<file path="config.mk">
export PLATFORM = sky130hd
export DESIGN_NAME = sprite_pattern_gen
export DESIGN_NICKNAME = d
export VERILOG_FILES = /design/src/rtl/sprite_pattern_gen.sv
export SDC_FILE = /design/constraint.sdc
export NUM_CORES = 1
export LEC_CHECK = 0
export CAP_MARGIN = 5
export CORE_ASPECT_RATIO = 2
export CORE_MARGIN = 2
export CORE_UTILIZATION = 54
export DETAILED_ROUTE_END_ITERATION = 10
export PLACE_DENSITY_LB_ADDON = 0.3
export SETUP_SLACK_MARGIN = 0.2
export SLEW_MARGIN = 20
export SYNTH_ARGS = -nofsm -noshare
export SYNTH_HDL_FRONTEND = slang
export SYNTH_SLANG_ARGS = --single-unit
</file>
<file path="constraint.sdc">
create_clock -name clock -period 2.9 [get_ports clock]
set_clock_uncertainty 0.15 [all_clocks]
set_input_delay 0.58 -clock clock [delete_from_list [all_inputs] [get_ports clock]]
set_output_delay 0.58 -clock clock [all_outputs]
set_load 0.03 [all_outputs]
</file>
<file path="src/rtl/sprite_pattern_gen.sv">
// sprite_pattern_gen
//   Background pattern plus up to NUM_SPRITES solid-colour rectangles per pixel,
//   producing registered 24-bit RGB with a fixed 2-cycle latency.
//
//   Sprite registers are double-buffered. The host writes a shadow set through
//   the wr_* port. The shadow set is copied to the live set at the last active
//   pixel of each frame, together with bg_mode. This keeps a sprite from tearing
//   mid-frame.
//
//   Optional macro: SPRITE_COLLIDE_EN. When it is defined, collision reports
//   whether two or more sprites overlapped on a visible pixel in the previous
//   frame. When it is undefined, collision is tied to 0.
//
// Ports
//   clock, reset              pixel clock; synchronous active-high reset
//   pixel_valid, x, y         current pixel (stage-0 input)
//   wr_en, wr_idx             shadow write strobe and sprite index
//                             (an index >= NUM_SPRITES is dropped)
//   wr_en_sprite, wr_x,
//   wr_y, wr_color            shadow entry contents written
//   bg_mode                   0 checker, 1 black, 2 h-gradient, 3 scrolling checker
//   r, g, b                   output colour (0 when out_valid=0)
//   out_valid                 pixel_valid delayed 2 cycles
//   sprite_hit                some live sprite covers the output pixel
//   frame_count               frames latched since reset, wraps at 256
//   collision                 previous-frame sprite overlap flag

module sprite_hit_unit #(
    parameter int COORD_W  = 13,
    parameter int SPRITE_W = 256,
    parameter int SPRITE_H = 64
) (
    input  logic               en,
    input  logic [COORD_W-1:0] sx,
    input  logic [COORD_W-1:0] sy,
    input  logic [COORD_W-1:0] px,
    input  logic [COORD_W-1:0] py,
    output logic               hit
);
    // The compare is one bit wider than the coordinates, so sx+SPRITE_W cannot
    // wrap back to small x values.
    localparam logic [COORD_W:0] SW = (COORD_W+1)'(SPRITE_W);
    localparam logic [COORD_W:0] SH = (COORD_W+1)'(SPRITE_H);

    logic [COORD_W:0] pxE, pyE, sxE, syE;

    always_comb begin
        pxE = {1'b0, px};
        pyE = {1'b0, py};
        sxE = {1'b0, sx};
        syE = {1'b0, sy};
        hit = en && (pxE >= sxE) && (pxE < sxE + SW)
                 && (pyE >= syE) && (pyE < syE + SH);
    end
endmodule

module sprite_pattern_gen #(
    parameter int COORD_W     = 13,
    parameter int H_ACTIVE    = 1024,
    parameter int V_ACTIVE    = 768,
    parameter int NUM_SPRITES = 4,
    parameter int SPRITE_W    = 256,
    parameter int SPRITE_H    = 64
) (
    input  logic               clock,
    input  logic               reset,
    input  logic               pixel_valid,
    input  logic [COORD_W-1:0] x,
    input  logic [COORD_W-1:0] y,
    input  logic               wr_en,
    input  logic [2:0]         wr_idx,
    input  logic               wr_en_sprite,
    input  logic [COORD_W-1:0] wr_x,
    input  logic [COORD_W-1:0] wr_y,
    input  logic [23:0]        wr_color,
    input  logic [1:0]         bg_mode,
    output logic [7:0]         r,
    output logic [7:0]         g,
    output logic [7:0]         b,
    output logic               out_valid,
    output logic               sprite_hit,
    output logic [7:0]         frame_count,
    output logic               collision
);
    localparam int STAGES = 2;

    typedef struct packed {
        logic               en;
        logic [COORD_W-1:0] sx;
        logic [COORD_W-1:0] sy;
        logic [23:0]        color;
    } spriteT;

    spriteT [NUM_SPRITES-1:0] shadow;
    spriteT [NUM_SPRITES-1:0] live;
    logic   [1:0]             bgLive;

    // Stage 0 is the raw input. Stages 1..STAGES are registered.
    logic [STAGES:1] vldReg;
    wire  [STAGES:0] vldPipe = {vldReg, pixel_valid};

    logic [COORD_W-1:0] xS1, yS1;

    wire latchEvt = pixel_valid
                 && (x == COORD_W'(H_ACTIVE - 1))
                 && (y == COORD_W'(V_ACTIVE - 1));

    // ---------------- shadow / live sprite registers ----------------
    // Both updates are non-blocking. On a latch edge that also carries a write,
    // live therefore receives the pre-write shadow entry.
    always_ff @(posedge clock) begin
        if (reset) begin
            shadow      <= '0;
            live        <= '0;
            bgLive      <= 2'd0;
            frame_count <= 8'd0;
        end else begin
            for (int i = 0; i < NUM_SPRITES; i++) begin
                if (wr_en && wr_idx == 3'(i)) begin
                    shadow[i].en    <= wr_en_sprite;
                    shadow[i].sx    <= wr_x;
                    shadow[i].sy    <= wr_y;
                    shadow[i].color <= wr_color;
                end
            end
            if (latchEvt) begin
                live        <= shadow;
                bgLive      <= bg_mode;
                frame_count <= frame_count + 8'd1;
            end
        end
    end

    // ---------------- stage 1: register pixel ----------------
    always_ff @(posedge clock) begin
        if (reset) begin
            vldReg[1] <= 1'b0;
            xS1       <= '0;
            yS1       <= '0;
        end else begin
            vldReg[1] <= vldPipe[0];
            xS1       <= x;
            yS1       <= y;
        end
    end

    // ---------------- per-sprite hit test ----------------
    logic [NUM_SPRITES-1:0] hits;

    for (genvar i = 0; i < NUM_SPRITES; i++) begin : gHit
        sprite_hit_unit #(
            .COORD_W (COORD_W),
            .SPRITE_W(SPRITE_W),
            .SPRITE_H(SPRITE_H)
        ) uHit (
            .en (live[i].en),
            .sx (live[i].sx),
            .sy (live[i].sy),
            .px (xS1),
            .py (yS1),
            .hit(hits[i])
        );
    end

    // The loop runs from the highest index down, so the lowest-indexed hitting
    // sprite is the one that lands last and supplies the colour.
    logic [23:0] sprColor;
    logic        hitAny;

    always_comb begin
        sprColor = 24'h0;
        for (int i = NUM_SPRITES - 1; i >= 0; i--) begin
            if (hits[i]) sprColor = live[i].color;
        end
        hitAny = |hits;
    end

    // ---------------- background ----------------
    logic [7:0] x8, y8, bgR, bgG, bgB;

    always_comb begin
        x8  = xS1[7:0];
        y8  = yS1[7:0];
        bgR = 8'h0;
        bgG = 8'h0;
        bgB = 8'h0;
        case (bgLive)
            2'd0: begin
                bgR = x8 ^ y8;
                bgB = x8 ^ y8;
            end
            2'd1: ;
            2'd2: begin
                bgR = x8;
                bgG = x8;
                bgB = x8;
            end
            default: begin
                bgR = (x8 + frame_count) ^ y8;
                bgB = (x8 + frame_count) ^ y8;
            end
        endcase
    end

    // ---------------- stage 2: register colour ----------------
    always_ff @(posedge clock) begin
        if (reset) begin
            vldReg[2]  <= 1'b0;
            r          <= 8'h0;
            g          <= 8'h0;
            b          <= 8'h0;
            sprite_hit <= 1'b0;
        end else begin
            vldReg[2] <= vldPipe[1];
            if (!vldPipe[1]) begin
                r          <= 8'h0;
                g          <= 8'h0;
                b          <= 8'h0;
                sprite_hit <= 1'b0;
            end else if (hitAny) begin
                {r, g, b}  <= sprColor;
                sprite_hit <= 1'b1;
            end else begin
                r          <= bgR;
                g          <= bgG;
                b          <= bgB;
                sprite_hit <= 1'b0;
            end
        end
    end

    assign out_valid = vldReg[STAGES];

`ifdef SPRITE_COLLIDE_EN
    // Two or more bits set: clearing the lowest set bit leaves something.
    wire collNow = vldPipe[1] && ((hits & (hits - NUM_SPRITES'(1))) != '0);
    logic collFlag;

    always_ff @(posedge clock) begin
        if (reset) begin
            collFlag  <= 1'b0;
            collision <= 1'b0;
        end else if (latchEvt) begin
            collision <= collFlag;
            collFlag  <= collNow;
        end else begin
            collFlag  <= collFlag | collNow;
        end
    end
`else
    assign collision = 1'b0;
`endif

endmodule

</file>
# Word-level counts from Yosys, hierarchy flattened
# Index checks and enable logic that the tools add are counted.
# Widths: inputs -> output; s select.
[classes] n_mul=0 n_shift=0 div=0 n_lt_le_gt_ge=16 n_reduce_logical=26 n_eq_ne=7 n_bitwise=3 addsub=10 mux=10
[op_table] operator="$lt 13x14->1" count=8
[op_table] operator="$ge 13x13->1" count=8
[op_table] operator="$mux 24" count=4
[op_table] operator="$add 13x7->14 const B" count=4
[op_table] operator="$add 13x9->14 const B" count=4
[op_table] operator="$mux 8" count=4
[op_table] operator="$eq 13x10->1 const B" count=2
[op_table] operator="$pmux 8 s3" count=1
[op_table] operator="$logic_and 1x1->1" count=22
[op_table] operator="$xor 8x8->8" count=2
[op_table] operator="$add 8x1->8 const B" count=1
[op_table] operator="$add 8x8->8" count=1
[op_table] operator="$eq 3x2->1 const B" count=2
[op_table] operator="$reduce_or 4->1" count=1
[op_table] operator="$eq 3x1->1 const B" count=1
[op_table] operator="$logic_not 3->1" count=1
[op_table] operator="$eq 2x1->1 const B" count=1
[op_table] operator="$eq 2x2->1 const B" count=1
[op_table] operator="$logic_not 2->1" count=1
[op_table] operator="$reduce_or 2->1" count=1
[op_table] operator="$mux 1" count=1
[op_table] operator="$not 1->1" count=1
[totals] register_bits=471 latch_bits=0 output_inout_bits=35 rom_bits=0 ram_bits=0 word_cells=114 in_bits=86 memories=0

# Longest topological paths before layout
[depth] ltp_word=10 depth_mapped=14 ltp_nobuf=12

# Cells and area by module
# From an unflattened synthesis, not the netlist that was laid out.
[unflattened] cells_unflattened=2820 area_unflattened_um2=22013.6
[modules_own_cells] module="sprite_pattern_gen" cells_per_inst=2218 n_inst=1 seq_area_each_um2=9429.0 area_per_inst_um2=17454.2
[modules_own_cells] module="sprite_hit_unit (gHit[1].uHit ...)" cells_per_inst=150 n_inst=2 seq_area_each_um2=0.0 area_per_inst_um2=1142.3
[modules_own_cells] module="sprite_hit_unit (gHit[0].uHit ...)" cells_per_inst=151 n_inst=2 seq_area_each_um2=0.0 area_per_inst_um2=1137.3

# Worst setup path before layout
# OpenSTA, ideal clock, no wires.
[synth_path] path_kind="flip-flop to flip-flop" startpoint="reg live[183] (netlist name)" endpoint="reg b[5]" path_stages_with_launch=13 setup_slack_ns=-0.035 path_buffers=1 t_arrival_ns=2.666 synth_period_minus_slack_ns=2.935 setup_ns=0.120 t_required_ns=2.630 path_cell_list="dfxtp_1 -> ha_1 -> xnor2_1 -> ha_1 -> nand2_1 -> nor2_1 -> a211o_1 -> a311o_1 -> a221oi_4 -> and2_1 -> buf_6 -> nor4_1 -> o31a_1"
[synth_via] elab_chain_cells=8 elab_cells_between_ends=11 classes_between="1 x add/sub; 2 x order compare; 5 x mux; 3 x reduce/logical"
[synth_rtl] item="$add 13x7->14 / $ge 13x13->1 (equally long branches)" line="53" rtl="&& (pyE >= syE) && (pyE < syE + SH);"
[synth_rtl] item="$lt 13x14->1 / $logic_and 1x1->1 (equally long branches)" line="53"
[synth_rtl] item="$logic_and 1x1->1 *" line="53"
[synth_rtl] item="$mux 24 (4 in a row)" line="173" rtl="if (hits[i]) sprColor = live[i].color;"
[synth_rtl] item="$mux 8 *" line="220" rtl="end else if (hitAny) begin"
[synth_rtl] item="end signal: assignment" line="221" rtl="{r, g, b} <= sprColor;"
[synth_rtl] item="end signal: assignment" line="226" rtl="b <= bgB;"
[synth_rtl] item="end: declaration" line="79" rtl="output logic [7:0] b,"
# Every way passes the cells marked *; elsewhere a longest branch is shown, timed or not.
# A chain may end at the register's enable or synchronous reset.

# Final worst setup path
[layout_path] startpoint="reg live[133] (netlist name)" endpoint="reg b[0]"
[layout_via] elab_chain_cells=7 elab_cells_between_ends=10 classes_between="1 x add/sub; 2 x order compare; 4 x mux; 3 x reduce/logical"
[layout_rtl] item="$add 13x7->14 / $ge 13x13->1 (equally long branches)" line="53"
[layout_rtl] item="$lt 13x14->1 / $logic_and 1x1->1 (equally long branches)" line="53"
[layout_rtl] item="$logic_and 1x1->1 *" line="53"
[layout_rtl] item="$mux 24 (3 in a row)" line="173"
[layout_rtl] item="$mux 8 *" line="220"
# Marks and branches as above.

==> impl_summary.log <==
INFO  metric mappedNetlistArea = 22200 µm²
INFO  metric routed-via-count = 20800
INFO  metric globalplace.congestion = 0.950
INFO  metric crit_required = 3.23 ns
INFO  metric drive_gt1_share = 14.5%
INFO  metric grt_use_met2 = 52.1%
INFO  metric gr-max-usage-layer = met2
INFO  metric timing.critical_path.slowest_cell_delay = 0.47 ns
INFO  metric antenna_found_initial = 0
INFO  metric ff2ff_setup_slack = -0.24 ns
INFO  metric die_area = 42800 µm²
INFO  metric drt_total_wl = 66.9 mm
INFO  metric detail_route.wl_per_cell = 18.5 µm
INFO  metric failed_checks = setup timing
INFO  metric type_of_element_capturing_the_critical_path = flip-flop
INFO  metric postSynthAreaPerCell = 7.90 µm²
INFO  metric synth_top_area_share = 42.5%
INFO  metric detailed_place_hpwl = 44.4 mm
INFO  metric clock-root-buffer = clkbuf_16
INFO  metric path_cells = inv_2 > nor3_4 > nand3_1 > xnor2_1 > ha_1 > nand3_1 > o311ai_4 > o22ai_4 > or3_4 > buf_12 > a31oi_4
INFO  metric grt_pass1_wl = 106 mm
INFO  metric layout_setup_ws = -0.242 ns
INFO  metric cts_tree = done
INFO  metric clock_latency = 0.56 ns
INFO  metric fin_setup_tns = -4.90 ns
INFO  metric use_met3 = 3.97%
INFO  metric cts_made_buffers = 41
INFO  metric power.total = 0.0138 W
INFO  metric finalHoldViolCount = 0
INFO  metric global_route.usage.total = 30.7%
INFO  metric drt-initial-drc-count = 1531
INFO  metric setup.worst_path.class = reg2reg
INFO  metric fp-row-count = 105
INFO  metric synth_warnings = 0
INFO  metric final_core_utilization = 68.3%
INFO  metric timing.critical_path.mode_cell = nand3_1
INFO  metric cap_viol_max_count = 0
INFO  metric report.final.setup_viol = 25
INFO  metric ctsLongestPathBuffers = 3
INFO  metric run_status = finished, violations left
INFO  metric grt_max_degree = 119
INFO  metric power-per-cell-area = 498 nW/µm²
INFO  metric slew_headroom = 59.7%
INFO  metric chipHeight = 291 µm
INFO  metric synth_flop_cell = dfxtp_1
INFO  metric drtAntennaViolNets = 0
INFO  metric via_count_of_the_first_global_routing_pass = 20300
INFO  metric p_leak = 9.98 nW
INFO  metric vias_per_std_cell = 5.76
INFO  metric clkSlewWorstSetupHoldPaths = 0.07 ns
INFO  metric critical_path.slowest_cell = o311ai_4
INFO  metric netlist.top_cell.by_area = dfxtp_1
INFO  metric finalMaxSlewViolations = 0
INFO  metric final_min_period_over_clock_period = 108%
INFO  metric critical_path_startpoint_category = flip-flop
INFO  metric grt.overflow.total = 0
INFO  metric timing.critical_path.fanout_max = 8
INFO  metric cts_sinks = 471
INFO  metric fmax = 0.318 GHz
INFO  metric syn_inst = 2808
INFO  metric coreArea = 40700 µm²
INFO  metric count_of_inserted_antenna_diode_cells = 0
INFO  metric layout_min_cycle_time = 3.14 ns
INFO  metric detailedRoute.firstPassIterationCount = 5
INFO  metric port-buffer-count = 119
INFO  metric synthToLayoutAreaGrowth = 25.4%
INFO  metric drc = 0
INFO  metric postSynth.asyncResetShare = 0%
INFO  metric grt_setup_unrepaired = yes
INFO  metric cts_htree_levels = 2
INFO  metric die_x = 147 µm
INFO  metric worst_ir_drop_vdd = 0.421 mV
INFO  metric netlist-cell-type-count = 80
INFO  metric synth_edf_count = 0
INFO  metric final_net_count = 3306
INFO  metric met1_usage = 38.7%
INFO  metric floorplan.initialDensity = 54.5%
INFO  metric io_pins = 121
INFO  metric arrival = 3.47 ns
INFO  metric tightest_hold_check_type = in2reg
INFO  metric postSynthNetCount = 3065
INFO  metric worst_slew_pin_slew = 0.598 ns
INFO  metric yosys_register_bits = 471
INFO  metric synth-seq-area-share = 42.5%
INFO  metric synthTopCellsByArea = dfxtp_1 (43%), nand2_1 (15%), a21oi_1 (11%), ha_1 (9.6%), clkbuf_1 (2.6%)
[kinds of logic (layout without fill, tap and decap cells)]
family,Yosys count,in the layout,share of synthesized area [%]
flops,471,471,42.5
fa+ha+maj,171,171,9.68
mux,1,1,0.0451
buf+inv,291,561,5.18
compound gates,701,701,19.2
xor+xnor,49,49,1.93
simple gates,1123,1123,21.5
other cells,1,1,0.0169
[stage by stage]
stage | cell area (µm²) | setup slack (ns) | hold WS (ns) | std cells
finish | 27800 | -0.242 | 0.233 | 3613
global route | 27800 | -0.357 | 0.241 | 3613
CTS | 27600 | -0.179 | 0.228 | 3610
detailed placement | 25600 | -0.437 | 0.287 | 3519
global placement | 25600 | -0.368 | 0.285 | 3519
floorplan | 22400 | 0.137 | 0.272 | 2808
[power by group]
| group | total (W) | internal [W] | switching [W] |
|---|---|---|---|
| logic | 0.00133 | 0.000571 | 0.000761 |
| registers | 0.00662 | 0.00655 | 0.0000711 |
| clock network | 0.00589 | 0.00338 | 0.00251 |
| total | 0.0138 | 0.0105 | 0.00334 |
[path summary, 6_finish.rpt]
kind,start,to,depth (start not counted)
worst max register to register,live[133],b[0],11
worst min register to register,shadow[132],live[132],2
worst min-delay path,reset,frame_count[0],2
worst max-delay path,live[133],b[0],11
[flip-flops by register name, indices dropped and copies added, names as in the netlist, 2 cells and up]
register     count
b                8
shadow         204
xS1             13
yS1             13
live           204
g                8
r                8
bgLive           2
frame_count      8
[cell usage in the layout (no fill, tap or decap), types with 21 or more instances in the layout]
| master | count |
|---|---|
| nor3_1 | 21 |
| dfxtp_1 | 448 |
| nor2b_1 | 41 |
| nand2_1 | 871 |
| a21oi_1 | 462 |
| a21o_1 | 21 |
| buf_12 | 32 |
| clkdlybuf4s50_1 | 118 |
| nand3_1 | 34 |
| buf_4 | 205 |
| ha_1 | 164 |
| nor2_1 | 30 |
| clkbuf_16 | 41 |
| o21ai_0 | 29 |
| xnor2_1 | 39 |
| inv_1 | 112 |
[critical path: cells and delay by family (launching register included)]
kind,cells,cell delay [ns]
buf+inv,2,0.23
flops,1,0.36
compound gates,3,0.87
fa+ha+maj,1,0.32
simple gates,4,0.98
xor+xnor,1,0.15
[synth_stat cells, types with 16 or more instances]
cell	count
nor2_1	32
or3_1	16
clkbuf_1	154
and3_1	20
and2_1	17
inv_1	114
a31oi_1	26
nand4_1	19
nand3_1	37
nor2b_1	41
dfxtp_1	471
a21o_1	21
ha_1	170
o21ai_0	29
nand2_1	872
o2111ai_1	18
xnor2_1	40
a21oi_1	469
nor3_1	26
[per-layer routing]
metal / vias to the layer above / share of wire [%]
li1: 10000 / -
met1: 9872 / 41
met2: 728 / 49
met3: 201 / 5.8
met4: 0 / 4.5
met5: - / 0
[cell type report]
cell class              count  area, µm²
repair buffers            373       3590
clock buffers              55       1170
inverters                 116        435
flip-flops and latches    471       9470
clock inverters            17        258
well taps                 535        669
multi-input cells        2046      12200
fillers                  3254      12900
[timing repair]
action / in CTS / in global routing
endpoints found under the setup margin: 25 / 25
setup buffers: 19 / 3
resized for setup: 84 / 30
hold endpoints to repair: 0 / 0
hold buffers: 0 / 0
pin swaps: 31 / 12
Power figures use the tool's default switching activity.
